[src/rtl/store_write_buffer_if.sv]
// store_write_buffer_if: CPU store/load port plus drain-write port of the posted-store buffer.
interface store_write_buffer_if #(parameter int DEPTH = 4, parameter int AW = 7, parameter int DW = 32);
  logic                    st_valid;
  logic [AW-1:0]           st_addr;
  logic [DW-1:0]           st_data;
  logic                    st_ready;
  logic                    stall;
  logic                    ld_valid;
  logic [AW-1:0]           ld_addr;
  logic                    ld_hit;
  logic [DW-1:0]           ld_data;
  logic                    mem_wr;
  logic [AW-1:0]           mem_addr;
  logic [DW-1:0]           mem_wdata;
  logic                    mem_ack;
  logic [$clog2(DEPTH):0]  count;
  logic                    empty;
  modport master (
    output st_valid, st_addr, st_data, ld_valid, ld_addr, mem_ack,
    input  st_ready, stall, ld_hit, ld_data, mem_wr, mem_addr, mem_wdata, count, empty
  );
  modport slave (
    input  st_valid, st_addr, st_data, ld_valid, ld_addr, mem_ack,
    output st_ready, stall, ld_hit, ld_data, mem_wr, mem_addr, mem_wdata, count, empty
  );
endinterface

[src/rtl/store_write_buffer.sv]
// store_write_buffer: posted-store FIFO with youngest-match load forwarding and a drain FSM.
// Define WBUF_COALESCE_EN to merge stores into an existing entry with the same address.
module store_write_buffer #(
  parameter int DEPTH = 4,
  parameter int AW    = 7,
  parameter int DW    = 32
) (
  input logic               clk,
  input logic               rst,
  store_write_buffer_if.slave bus
);
  localparam int PW = $clog2(DEPTH);
  localparam int CW = PW + 1;
  typedef enum logic {IDLE, ISSUE} state_t;
  logic [AW-1:0] addr_q [DEPTH];
  logic [DW-1:0] data_q [DEPTH];
  logic [PW-1:0] head_q, head_d, tail_q, tail_d, co_idx;
  logic [CW-1:0] count_q, count_d;
  state_t        state_q, state_d;
  logic          full, co_hit, push, coal, pop, ld_miss;
  // Entries are scanned oldest to youngest so the last match wins.
  always_comb begin
    bus.ld_hit  = 1'b0;
    bus.ld_data = '0;
    co_hit      = 1'b0;
    co_idx      = head_q;
    for (int i = 0; i < DEPTH; i++) begin
      if (CW'(i) < count_q && addr_q[head_q + PW'(i)] == bus.ld_addr) begin
        bus.ld_hit  = 1'b1;
        bus.ld_data = data_q[head_q + PW'(i)];
      end
`ifdef WBUF_COALESCE_EN
      if (CW'(i) < count_q && addr_q[head_q + PW'(i)] == bus.st_addr && !(i == 0 && state_q == ISSUE)) begin
        co_hit = 1'b1;
        co_idx = head_q + PW'(i);
      end
`endif
    end
  end
  always_comb begin
    full         = count_q == CW'(DEPTH);
    bus.st_ready = ~full | co_hit;
    bus.stall    = bus.st_valid & ~bus.st_ready;
    push         = bus.st_valid & bus.st_ready & ~co_hit;
    coal         = bus.st_valid & co_hit;
    pop          = bus.mem_wr & bus.mem_ack;
    ld_miss      = bus.ld_valid & ~bus.ld_hit;
    head_d       = head_q + PW'(pop);
    tail_d       = tail_q + PW'(push);
    count_d      = count_q + CW'(push) - CW'(pop);
    state_d      = state_q == IDLE ? ((count_q != '0 && !ld_miss) ? ISSUE : IDLE)
                 : !pop ? ISSUE
                 : (count_d != '0 && !ld_miss) ? ISSUE : IDLE;
  end
  assign bus.mem_wr    = state_q == ISSUE;
  assign bus.count     = count_q;
  assign bus.empty     = count_q == '0;
  assign bus.mem_addr  = bus.empty ? '0 : addr_q[head_q];
  assign bus.mem_wdata = bus.empty ? '0 : data_q[head_q];
  always_ff @(posedge clk or posedge rst) begin
    if (rst) begin
      head_q  <= '0;
      tail_q  <= '0;
      count_q <= '0;
      state_q <= IDLE;
    end else begin
      head_q  <= head_d;
      tail_q  <= tail_d;
      count_q <= count_d;
      state_q <= state_d;
    end
  end
  // Payload needs no reset: count gates every read.
  always_ff @(posedge clk) begin
    if (push) begin
      addr_q[tail_q] <= bus.st_addr;
      data_q[tail_q] <= bus.st_data;
    end else if (coal) begin
      data_q[co_idx] <= bus.st_data;
    end
  end
endmodule

[src/flat_wrapper.sv]
// flat-port wrapper written by rule: the top's interface ports become plain ports
module store_write_buffer_flat 
#(
  parameter int DEPTH = 4,
  parameter int AW    = 7,
  parameter int DW    = 32
)
  (clk, rst, bus_st_valid, bus_st_addr, bus_st_data, bus_ld_valid, bus_ld_addr, bus_mem_ack, bus_st_ready, bus_stall, bus_ld_hit, bus_ld_data, bus_mem_wr, bus_mem_addr, bus_mem_wdata, bus_count, bus_empty);
  store_write_buffer_if #(.DEPTH(DEPTH), .AW(AW), .DW(DW)) bus_i ();
  input logic clk;
  input logic rst;
  input wire logic [$bits(bus_i.st_valid)-1:0] bus_st_valid;
  input wire logic [$bits(bus_i.st_addr)-1:0] bus_st_addr;
  input wire logic [$bits(bus_i.st_data)-1:0] bus_st_data;
  input wire logic [$bits(bus_i.ld_valid)-1:0] bus_ld_valid;
  input wire logic [$bits(bus_i.ld_addr)-1:0] bus_ld_addr;
  input wire logic [$bits(bus_i.mem_ack)-1:0] bus_mem_ack;
  output wire logic [$bits(bus_i.st_ready)-1:0] bus_st_ready;
  output wire logic [$bits(bus_i.stall)-1:0] bus_stall;
  output wire logic [$bits(bus_i.ld_hit)-1:0] bus_ld_hit;
  output wire logic [$bits(bus_i.ld_data)-1:0] bus_ld_data;
  output wire logic [$bits(bus_i.mem_wr)-1:0] bus_mem_wr;
  output wire logic [$bits(bus_i.mem_addr)-1:0] bus_mem_addr;
  output wire logic [$bits(bus_i.mem_wdata)-1:0] bus_mem_wdata;
  output wire logic [$bits(bus_i.count)-1:0] bus_count;
  output wire logic [$bits(bus_i.empty)-1:0] bus_empty;
  assign bus_i.st_valid = bus_st_valid;
  assign bus_i.st_addr = bus_st_addr;
  assign bus_i.st_data = bus_st_data;
  assign bus_i.ld_valid = bus_ld_valid;
  assign bus_i.ld_addr = bus_ld_addr;
  assign bus_i.mem_ack = bus_mem_ack;
  assign bus_st_ready = bus_i.st_ready;
  assign bus_stall = bus_i.stall;
  assign bus_ld_hit = bus_i.ld_hit;
  assign bus_ld_data = bus_i.ld_data;
  assign bus_mem_wr = bus_i.mem_wr;
  assign bus_mem_addr = bus_i.mem_addr;
  assign bus_mem_wdata = bus_i.mem_wdata;
  assign bus_count = bus_i.count;
  assign bus_empty = bus_i.empty;
  store_write_buffer #(.DEPTH(DEPTH), .AW(AW), .DW(DW)) u_core (.clk(clk), .rst(rst), .bus(bus_i));
endmodule
[config.mk]
export PLATFORM = sky130hd
export DESIGN_NAME = store_write_buffer_flat
export DESIGN_NICKNAME = d
export VERILOG_FILES = /design/src/rtl/store_write_buffer_if.sv /design/src/rtl/store_write_buffer.sv /design/src/flat_wrapper.sv
export SDC_FILE = /design/constraint.sdc
export NUM_CORES = 1
export LEC_CHECK = 0
export ABC_CLOCK_PERIOD_IN_PS = 4150
export BUFFER_PORTS_ARGS = -buffer_cell sky130_fd_sc_hd__buf_4
export CORE_MARGIN = 4
export CORE_UTILIZATION = 30
export CTS_BUF_LIST = sky130_fd_sc_hd__clkbuf_2 sky130_fd_sc_hd__clkbuf_4 sky130_fd_sc_hd__clkbuf_8
export DETAILED_ROUTE_END_ITERATION = 10
export SYNTH_ARGS = -nofsm -noshare
export SYNTH_HDL_FRONTEND = slang
export SYNTH_SLANG_ARGS = --single-unit
[constraint.sdc]
create_clock -name clk -period 4.15 [get_ports clk]
set_clock_uncertainty 0.1 [all_clocks]
set_input_delay 0.2075 -clock clk [delete_from_list [all_inputs] [get_ports clk]]
set_output_delay 0.2075 -clock clk [all_outputs]
set_load 0.02 [all_outputs]
==> impl_metrics.toml, run 1 <==
[status]
status = "finished clean"

[layout]
area_growth_pct = 23.2
design_area_um2 = 12600
drive_gt1_share_pct = 32.2
fin_cells = 1418
fin_util_pct = 37.5
nets = 1014

[sta]
tightest_slew_ns = 0.863
setup_viol = 0
slew_headroom_pct = 42.4
max_freq_ghz = 0.253
finalMaxSlewViolations = 0
layout_setup_ws_ns = 0.202
hold_violations = 0
finalCriticalPeriod_ns = 3.95
fin_crit_sh_pct = 95.1

[global_route]
grt_max_degree = 112
antenna_found_initial = 2
grt_pass1_wl_um = 42300
grt_overflow = 0
grt_pass1_vias = 7211
grt_use_total_pct = 14.9

[clock_network]
numCtsBuffers = 17
tritoncts = "yes"
root_buffer = "clkbuf_8"
clock-sinks = 164
insertion_delay_ns = 0.46
htreeDepth = 4
cts_buffer_depth = 2
clk_pin_slew_ns = 0.09

[die]
die_w_um = 192
die_area_um2 = 37000
core_area_um2 = 33500
start_util_pct = 30.4
dieHeight_um = 192
pin_count = 130
fp-row-count = 67

[route]
drt_first_pass_iters = 4
drtAntennaViolNets = 0
totalWireLength_um = 28400
drcViolationCount = 0
wl_per_cell_um = 20.1
via_count = 7322
viasPerCell = 5.16
drt_iter0_drc = 453

[placement]
gp_congestion = 0.757
io_buffers = 129
pre_cts_slack_ns = 0.546
dp_cells = 1341
place_area_um2 = 11700
dp.final_hpwl_um = 18300

[yosys]
synth_common_cells = "156 x edfxtp_1, 124 x mux2i_1, 67 x mux2_2, 67 x nor2b_1, 41 x a21oi_1"
synth_area_um2 = 10200
synth-edff-count = 156
synth_cell_type_count = 51
ys.flop_type = "edfxtp_1"
synthTopCellsByArea = "edfxtp_1 46%, mux2i_1 12%, mux2_2 7.4%"
synth_top_area_share_pct = 46.0
syn_inst = 814
ys_seq_area_share_pct = 47.9
avgSynthCellArea_um2 = 12.5
ys_ff_latch = 164
async_reset_ff_share_pct = 4.88
yosysTopAreaCell = "edfxtp_1"
yosysMostFrequentCell = "edfxtp_1"
yosysWarnings = 0
syn-num-nets = 872

[power_and_ir_drop]
p_per_area_nw_per_um2 = 689
p_leak_nw = 4.55
power_w = 0.00865
vdd_ir_drop_max_mv = 0.461

[setup_path]
cp_slowest_cell = "dfrtp_4"
cp_data_arrival_time_ns = 3.64
crit_top_cell = "buf_4"
cp_max_fo = 25
critPathRequiredTime_ns = 3.84
cp-start-kind = "flop"
cp-end-kind = "output pin"
path_cells = "mux2i_1, xor2_1, a21oi_1, or3_1, o2111ai_4, buf_4, o2bb2ai_1, a211oi_1, buf_4"
ff2ff_setup_slack_ns = 1.08
criticalPathCategory = "flop to output pin"
cp_slowest_stage_delay_ns = 0.66

[worst_hold_path]
holdCritPathClass = "input port to flop"

[flow_run]
maxCapViolCount = 0
-- path summary, 6_finish.rpt --
path,startpoint,end,cells past startpoint
setup / recovery,u_core.co_idx[1],bus_ld_data[1],9
hold / removal,bus_ld_valid,u_core.bus.mem_wr,3
setup reg to reg,u_core.co_idx[1],u_core.bus.mem_wr,8
hold reg to reg,u_core.bus.mem_wr,u_core.bus.mem_wr,2
max in group asynchronous,rst,u_core.co_idx[1],3
min in group asynchronous,rst,u_core.bus.count[1],3
-- layer usage --
layer	vias to the layer above	track usage (%)	part of all wire, %
met4	2	3.68	1.3
met5	-	0	0.046
li1	3467	-	-
met3	32	2.86	4.6
met2	161	24.9	48
met1	3660	20.1	46
-- critical path: cells and delay by family (launching register included) --
kind                   cells  cell delay (ns)
flip-flops                 1             0.66
buffers and inverters      2             0.63
AND/OR/NAND/NOR            1             0.49
multiplexers               1             0.34
AO/OA/AOI/OAI              4             0.78
XOR/XNOR                   1             0.26
-- stage by stage --
stage / hold WS (ns) / setup TNS, ns
after detailed placement: 0.0855 / 0
after global routing: 0.122 / -0.0102
final: 0.108 / 0
after CTS: 0.0894 / 0
after floorplan: -0.0768 / 0
after global placement: 0.0848 / 0
-- cell usage in the layout (no fill, tap or decap), types with 30 or more instances in the layout --
cell type	n
nor2b_1	67
edfxtp_1	156
dlygate4sd3_1	41
nor2_1	36
buf_4	146
a211oi_2	30
o2bb2ai_1	32
a21oi_1	41
mux2i_1	124
a211oi_1	36
mux2_2	67
a311oi_1	32
-- report_power, final --
part           internal (W)  leakage, nW  switching [W]  total [W]
sequential          0.00220         1.52       0.000257    0.00246
clock              0.000492        0.197       0.000666    0.00116
combinational       0.00214         2.83        0.00289    0.00504
-- area by class of cell --
type	instances	area [um^2]
Antenna cell	1	2.50
Clock buffer	17	234
Clock inverter	15	145
Fill cell	3264	21000
Inverter	10	37.5
Multi-Input combinational cell	567	4990
Sequential cell	164	4890
Tap cell	448	561
Timing Repair Buffer	196	1700
-- sequential cells by signal, indices dropped and copies added (netlist names) --
register           cells
u_core.bus.count       3
u_core.addr_q         28
u_core.bus.mem_wr      1
u_core.co_idx          2
u_core.data_q        128
u_core.tail_q          2
-- repair_timing --
item                                    4_1_cts  5_1_grt
hold buffers                                 41        0
resized for setup                             0        3
endpoints found under the hold margin       165        0
endpoints found under the setup margin        0       16
buffers inserted                              0        2
-- kinds of logic (layout without fill, tap and decap cells) --
logic type | after synthesis | after routing | share of synthesized area, %
AO/OA/AOI/OAI | 183 | 183 | 15.2
AND/OR/NAND/NOR | 145 | 145 | 7.89
multiplexers | 199 | 199 | 21.2
XOR/XNOR | 33 | 33 | 2.84
adder cells (fa/ha/maj) | 7 | 7 | 0.933
buffers and inverters | 83 | 238 | 4.09
other | 0 | 1 | 0
flip-flops | 164 | 164 | 47.9
Power figures use the tool's default switching activity.
==> run 2: changes to the inputs <==
--- a/config.mk
+++ b/config.mk
@@ -9,7 +9,7 @@
 export BUFFER_PORTS_ARGS = -buffer_cell sky130_fd_sc_hd__buf_4
 export CORE_MARGIN = 4
 export CORE_UTILIZATION = 30
-export CTS_BUF_LIST = sky130_fd_sc_hd__clkbuf_2 sky130_fd_sc_hd__clkbuf_4 sky130_fd_sc_hd__clkbuf_8
+export CTS_CLUSTER_DIAMETER = 120
 export DETAILED_ROUTE_END_ITERATION = 10
 export SYNTH_ARGS = -nofsm -noshare
 export SYNTH_HDL_FRONTEND = slang
==> run 2 against run 1 <==
Via count decreased by 1.6%. Utilization increased by 0.46 points. Die area unchanged. Design area increased by 1.2%. Sequential cell count unchanged. Critical endpoint unchanged.
==> impl_metrics.toml, run 2 (synthesized netlist as in run 1, its figures left out) <==
[status]
status = "finished clean"

[layout]
regMostFlops = "u_core.data_q"
mostFrequentLayoutCell = "edfxtp_1"
fillers = 3254
largest_register_ff_count = 128
regArea_um2 = 4890
layout_common_cells = "156 x edfxtp_1, 146 x buf_4, 124 x mux2i_1"
fin_cells = 1416
drive_gt1_share_pct = 32.1
nets = 1012
multi_input_area_um2 = 4990
area_growth_pct = 24.7

[worst_hold_path]
holdCritPathClass = "input port to flop"
hold_depth = 3

[clock_network]
cts_buffer_depth = 2
htreeDepth = 4
insertion_delay_ns = 0.42
clock-sinks = 164
clk_pin_slew_ns = 0.07
root_buffer = "clkbuf_16"
tritoncts = "yes"
numCtsBuffers = 17

[global_route]
grt_pass1_wl_um = 42500
grt_pass1_vias = 7196
grt_use_total_pct = 15.0
antenna_found_initial = 2
grt_overflow = 0
grt_max_degree = 112

[setup_path]
timing.rr.start = "u_core.co_idx[1]"
crit_cells = 10
crit_top_cell = "buf_4"
criticalPathCategory = "flop to output pin"
timing.rr.end = "u_core.bus.mem_wr"
crit_end = "bus_ld_data[1]"
path_cells = "buf_16, nand2_1, mux2i_1, a21oi_1, or3_1, o2111ai_4, buf_4, o2bb2ai_1, a211oi_1, buf_4"
ff2ff_setup_slack_ns = 1.09
r2r.worst_path.cells = 8
cp-start-kind = "flop"
worst-path-buf-inv = 3
critPathRequiredTime_ns = 3.84
cp_slowest_cell = "dfrtp_4"
setup.worst_path.start = "u_core.co_idx[0]"
cp_slowest_stage_delay_ns = 0.63
cp_max_fo = 111
cp_top_family = "buffers and inverters"
cp_data_arrival_time_ns = 3.60
cp-end-kind = "output pin"

[placement]
dp_cells = 1341
gp_congestion = 0.757
io_buffers = 129
dp.final_hpwl_um = 18300

[power_and_ir_drop]
p_per_area_nw_per_um2 = 704
p_leak_nw = 4.62
vdd_ir_drop_max_mv = 0.456

[sta]
finalMaxSlewViolations = 0
fin_crit_sh_pct = 94.2
rsz0062_at_grt = "false"
max_freq_ghz = 0.256
final.setup.tns_ns = 0
holdWs_ns = 0.152
finalCriticalPeriod_ns = 3.91
tightest_slew_ns = 0.860
slew_headroom_pct = 42.6
setup_viol = 0
hold_violations = 0

[route]
totalWireLength_um = 27700
wl_per_cell_um = 19.6
drt_iter0_drc = 379
drcViolationCount = 0
viasPerCell = 5.09
drtAntennaViolNets = 0
via_count = 7205
drt_first_pass_iters = 4

[die]
die_w_um = 192
fp-row-count = 67
start_util_pct = 30.4
core_area_um2 = 33500
die_area_um2 = 37000
dieHeight_um = 192
pin_count = 130

[flow_run]
maxCapViolCount = 0
run 2: cell types whose count changed in the layout (fill, tap and decap cells not counted), sizes merged:
cell | previous run | this run
buf | 154 | 153
clkbuf | 18 | 17
run 2: routing by layer:
metal | part of all wire [%] | track usage [%]
met5 | 0.047 | 0
met4 | 0.94 | 3.29
met3 | 4.6 | 2.89
met2 | 49 | 25.1
met1 | 46 | 20.2
run 2: report_power, final:
part           total, W  internal (W)  switching, W
Clock           0.00154      0.000844      0.000700
Sequential      0.00247       0.00221      0.000266
Combinational   0.00494       0.00211       0.00283
run 2: worst reg2reg max path, delay by kind of cell, from the launching register on:
kind                   cells  cell delay [ns]
muxes                      1             0.39
buffers and inverters      1             0.24
and+or+nand+nor            2             0.51
DFF                        1             0.64
AOI/OAI and AO/OA          4             1.06
run 2: worst min-delay path by stage:
stage | startpoint | to
after global routing | bus_ld_valid | u_core.bus.mem_wr
final | bus_ld_valid | u_core.bus.mem_wr
after global placement | rst | u_core.bus.mem_wr
after CTS | bus_ld_valid | u_core.bus.mem_wr
after floorplan | rst | u_core.bus.count[0]
after detailed placement | rst | u_core.bus.count[1]
run 2: cell type report:
cell class,instances,share of cell area [%]
clock inverter,15,1.14
tap,448,4.41
antenna,1,0.0197
clock buffer,17,3.35
multi-input combinational,567,39.2
inverter,10,0.295
sequential,164,38.5
timing repair buffer,194,13.1
run 2: repair_timing:
action / CTS / global route
buffers inserted: 0 / 1
resized for setup: 0 / 3
endpoints found under the hold margin: 165 / 0
hold buffers: 41 / 0
endpoints found under the setup margin: 0 / 5
run 2: metrics by stage:
step                power (W)  utilization (%)  worst slack, ns  instance area (um^2)
floorplan             0.00589                -            0.825                 10200
global placement      0.00734             34.8            0.581                 11700
detailed placement    0.00740             34.8            0.546                 11700
CTS                   0.00900             37.8           0.0792                 12700
global route          0.00954             37.9           0.0137                 12700
finish                0.00895             37.9            0.241                 12700
==> run 3: changes to the inputs <==
--- a/config.mk
+++ b/config.mk
@@ -5,9 +5,8 @@
 export SDC_FILE = /design/constraint.sdc
 export NUM_CORES = 1
 export LEC_CHECK = 0
-export ABC_CLOCK_PERIOD_IN_PS = 4150
+export ABC_CLOCK_PERIOD_IN_PS = 4500
 export BUFFER_PORTS_ARGS = -buffer_cell sky130_fd_sc_hd__buf_4
-export CORE_MARGIN = 4
 export CORE_UTILIZATION = 30
 export CTS_CLUSTER_DIAMETER = 120
 export DETAILED_ROUTE_END_ITERATION = 10
==> constraint.sdc (replaced) <==
create_clock -name clk -period 4.5 [get_ports clk]
set_clock_uncertainty 0.1 [all_clocks]
set_input_delay 0.225 -clock clk [delete_from_list [all_inputs] [get_ports clk]]
set_output_delay 0.225 -clock clk [all_outputs]
set_load 0.02 [all_outputs]
==> run 3 against run 2 <==
Die area is 6.1% lower. Design area down 1.0%. Sequential share of layout area up 0.39 points. Hold slack better by 0.058 ns. Worst setup slack improved by 0.025 ns. Global-route usage increased by 0.18 points. Total power shrank 9.6%. Register-to-register slack improved by 0.12 ns. Via count is 0.18% higher. Sequential power shrank 7%. Cell count hardly changed. Utilization decreased by 0.29 points. Largest power group unchanged.
==> impl_metrics.toml, run 3 (synthesized netlist as in run 1, its figures left out) <==
[status]
status = "finished clean"

[die]
fp-row-count = 67
die_w_um = 186
pin_count = 130
start_util_pct = 30.5
die_area_um2 = 34700
core_area_um2 = 33400
dieHeight_um = 186

[setup_path]
critPathRequiredTime_ns = 4.18
criticalPathCategory = "flop to output pin"
cp-end-kind = "output pin"
cp-start-kind = "flop"
timing.rr.end = "u_core.bus.mem_wr"
r2r.worst_path.cells = 7
cp_data_arrival_time_ns = 3.91
timing.rr.start = "u_core.co_idx[0]"
cp_max_fo = 82
ff2ff_setup_slack_ns = 1.21

[layout]
regMostFlops = "u_core.data_q"
nets = 1011
regArea_um2 = 4890
drive_gt1_share_pct = 31.6
mostFrequentLayoutCell = "edfxtp_1"
layout_common_cells = "156 x edfxtp_1, 149 x buf_4, 124 x mux2i_1"
area_growth_pct = 23.5
multi_input_area_um2 = 4960
fillers = 3276
fin_cells = 1415
largest_register_ff_count = 128

[placement]
dp.final_hpwl_um = 17800
io_buffers = 129
gp_congestion = 0.800
dp_cells = 1340

[sta]
tightest_slew_ns = 0.937
finalCriticalPeriod_ns = 4.23
final.setup.tns_ns = 0
finalMaxSlewViolations = 0
rsz0062_at_grt = "false"
hold_violations = 0
setup_viol = 0
slew_headroom_pct = 37.6
fin_crit_sh_pct = 94.1
max_freq_ghz = 0.236

[power_and_ir_drop]
p_per_area_nw_per_um2 = 643
p_leak_nw = 4.53
vdd_ir_drop_max_mv = 0.264
power_w = 0.00810

[global_route]
grt_use_total_pct = 15.2
antenna_found_initial = 1
grt_overflow = 0
grt_pass1_wl_um = 40700
grt_pass1_vias = 7028
grt_max_degree = 83

[clock_network]
root_buffer = "clkbuf_16"
clock-sinks = 164
insertion_delay_ns = 0.42
htreeDepth = 4
clk_pin_slew_ns = 0.07
cts_buffer_depth = 2
cts-resized-gates = 0
numCtsBuffers = 17
tritoncts = "yes"

[route]
via_count = 7218
drcViolationCount = 0
drt_iter0_drc = 427
viasPerCell = 5.10
drt_first_pass_iters = 5
drtAntennaViolNets = 0
totalWireLength_um = 26400
wl_per_cell_um = 18.7

[worst_hold_path]
holdCritPathClass = "input port to async pin"

[flow_run]
maxCapViolCount = 0
==> run 3: timing repair <==
action / CTS / global route
hold endpoints to repair: 165 / 0
hold buffers: 41 / 0
setup endpoints to repair: 0 / 3
buffers inserted: 0 / 1
==> run 3: worst max path at each step <==
| stage | start | endpoint | cells after the start |
|---|---|---|---|
| after CTS | u_core.co_idx[0] | bus_ld_data[12] | 8 |
| after floorplan | u_core.bus.count[1] | u_core.addr_q[1][0] | 4 |
| after detailed placement | u_core.co_idx[0] | bus_ld_data[12] | 8 |
| final | u_core.co_idx[0] | bus_ld_data[14] | 8 |
| after global placement | u_core.co_idx[0] | bus_ld_data[3] | 9 |
| after global routing | u_core.co_idx[0] | bus_ld_data[12] | 9 |
==> run 3: critical path, cell delays in order (launching register included) <==
cell and delay, ns:
dfrtp_4 0.74, buf_4 0.73, o31ai_1 0.21, a211oi_2 0.42
o2bb2ai_4 0.41, buf_4 0.36, a311oi_1 0.09, a211oi_2 0.28
buf_4 0.19
==> run 3: area by class of cell <==
cell class,instances,area share (%)
multi-input combinational,567,39.4
timing repair buffer,193,12.7
sequential,164,38.9
clock buffer,17,3.38
clock inverter,15,0.845
tap,448,4.45
inverter,10,0.298
antenna,1,0.0199
==> run 3: metrics by stage <==
stage	setup slack [ns]	hold WS [ns]	cell area, um^2	util, %
2_1_floorplan	0.0421	-0.0593	10200	-
3_3_place_gp	0.780	0.0965	11600	34.7
3_5_place_dp	0.692	0.0996	11600	34.7
4_1_cts	0.219	0.187	12600	37.5
5_1_grt	0.00798	0.215	12600	37.6
6_report	0.266	0.210	12600	37.6
==> run 3: report_power, final <==
group / internal [W] / switching (W) / leakage (nW)
registers: 0.00204 / 0.000261 / 1.52
clock network: 0.000705 / 0.000624 / 0.234
logic: 0.00191 / 0.00257 / 2.78
==> run 3: routing by layer <==
| layer | vias up | part of all wire, % | global-route usage (%) | wire length [um] |
|---|---|---|---|---|
| met3 | 16 | 3.7 | 2.65 | 976 |
| li1 | 3457 | - | - | - |
| met1 | 3576 | 48 | 21.1 | 12700 |
| met5 | - | 0 | 0 | 0 |
| met2 | 169 | 47 | 24.3 | 12400 |
| met4 | 0 | 0.95 | 4.01 | 250 |
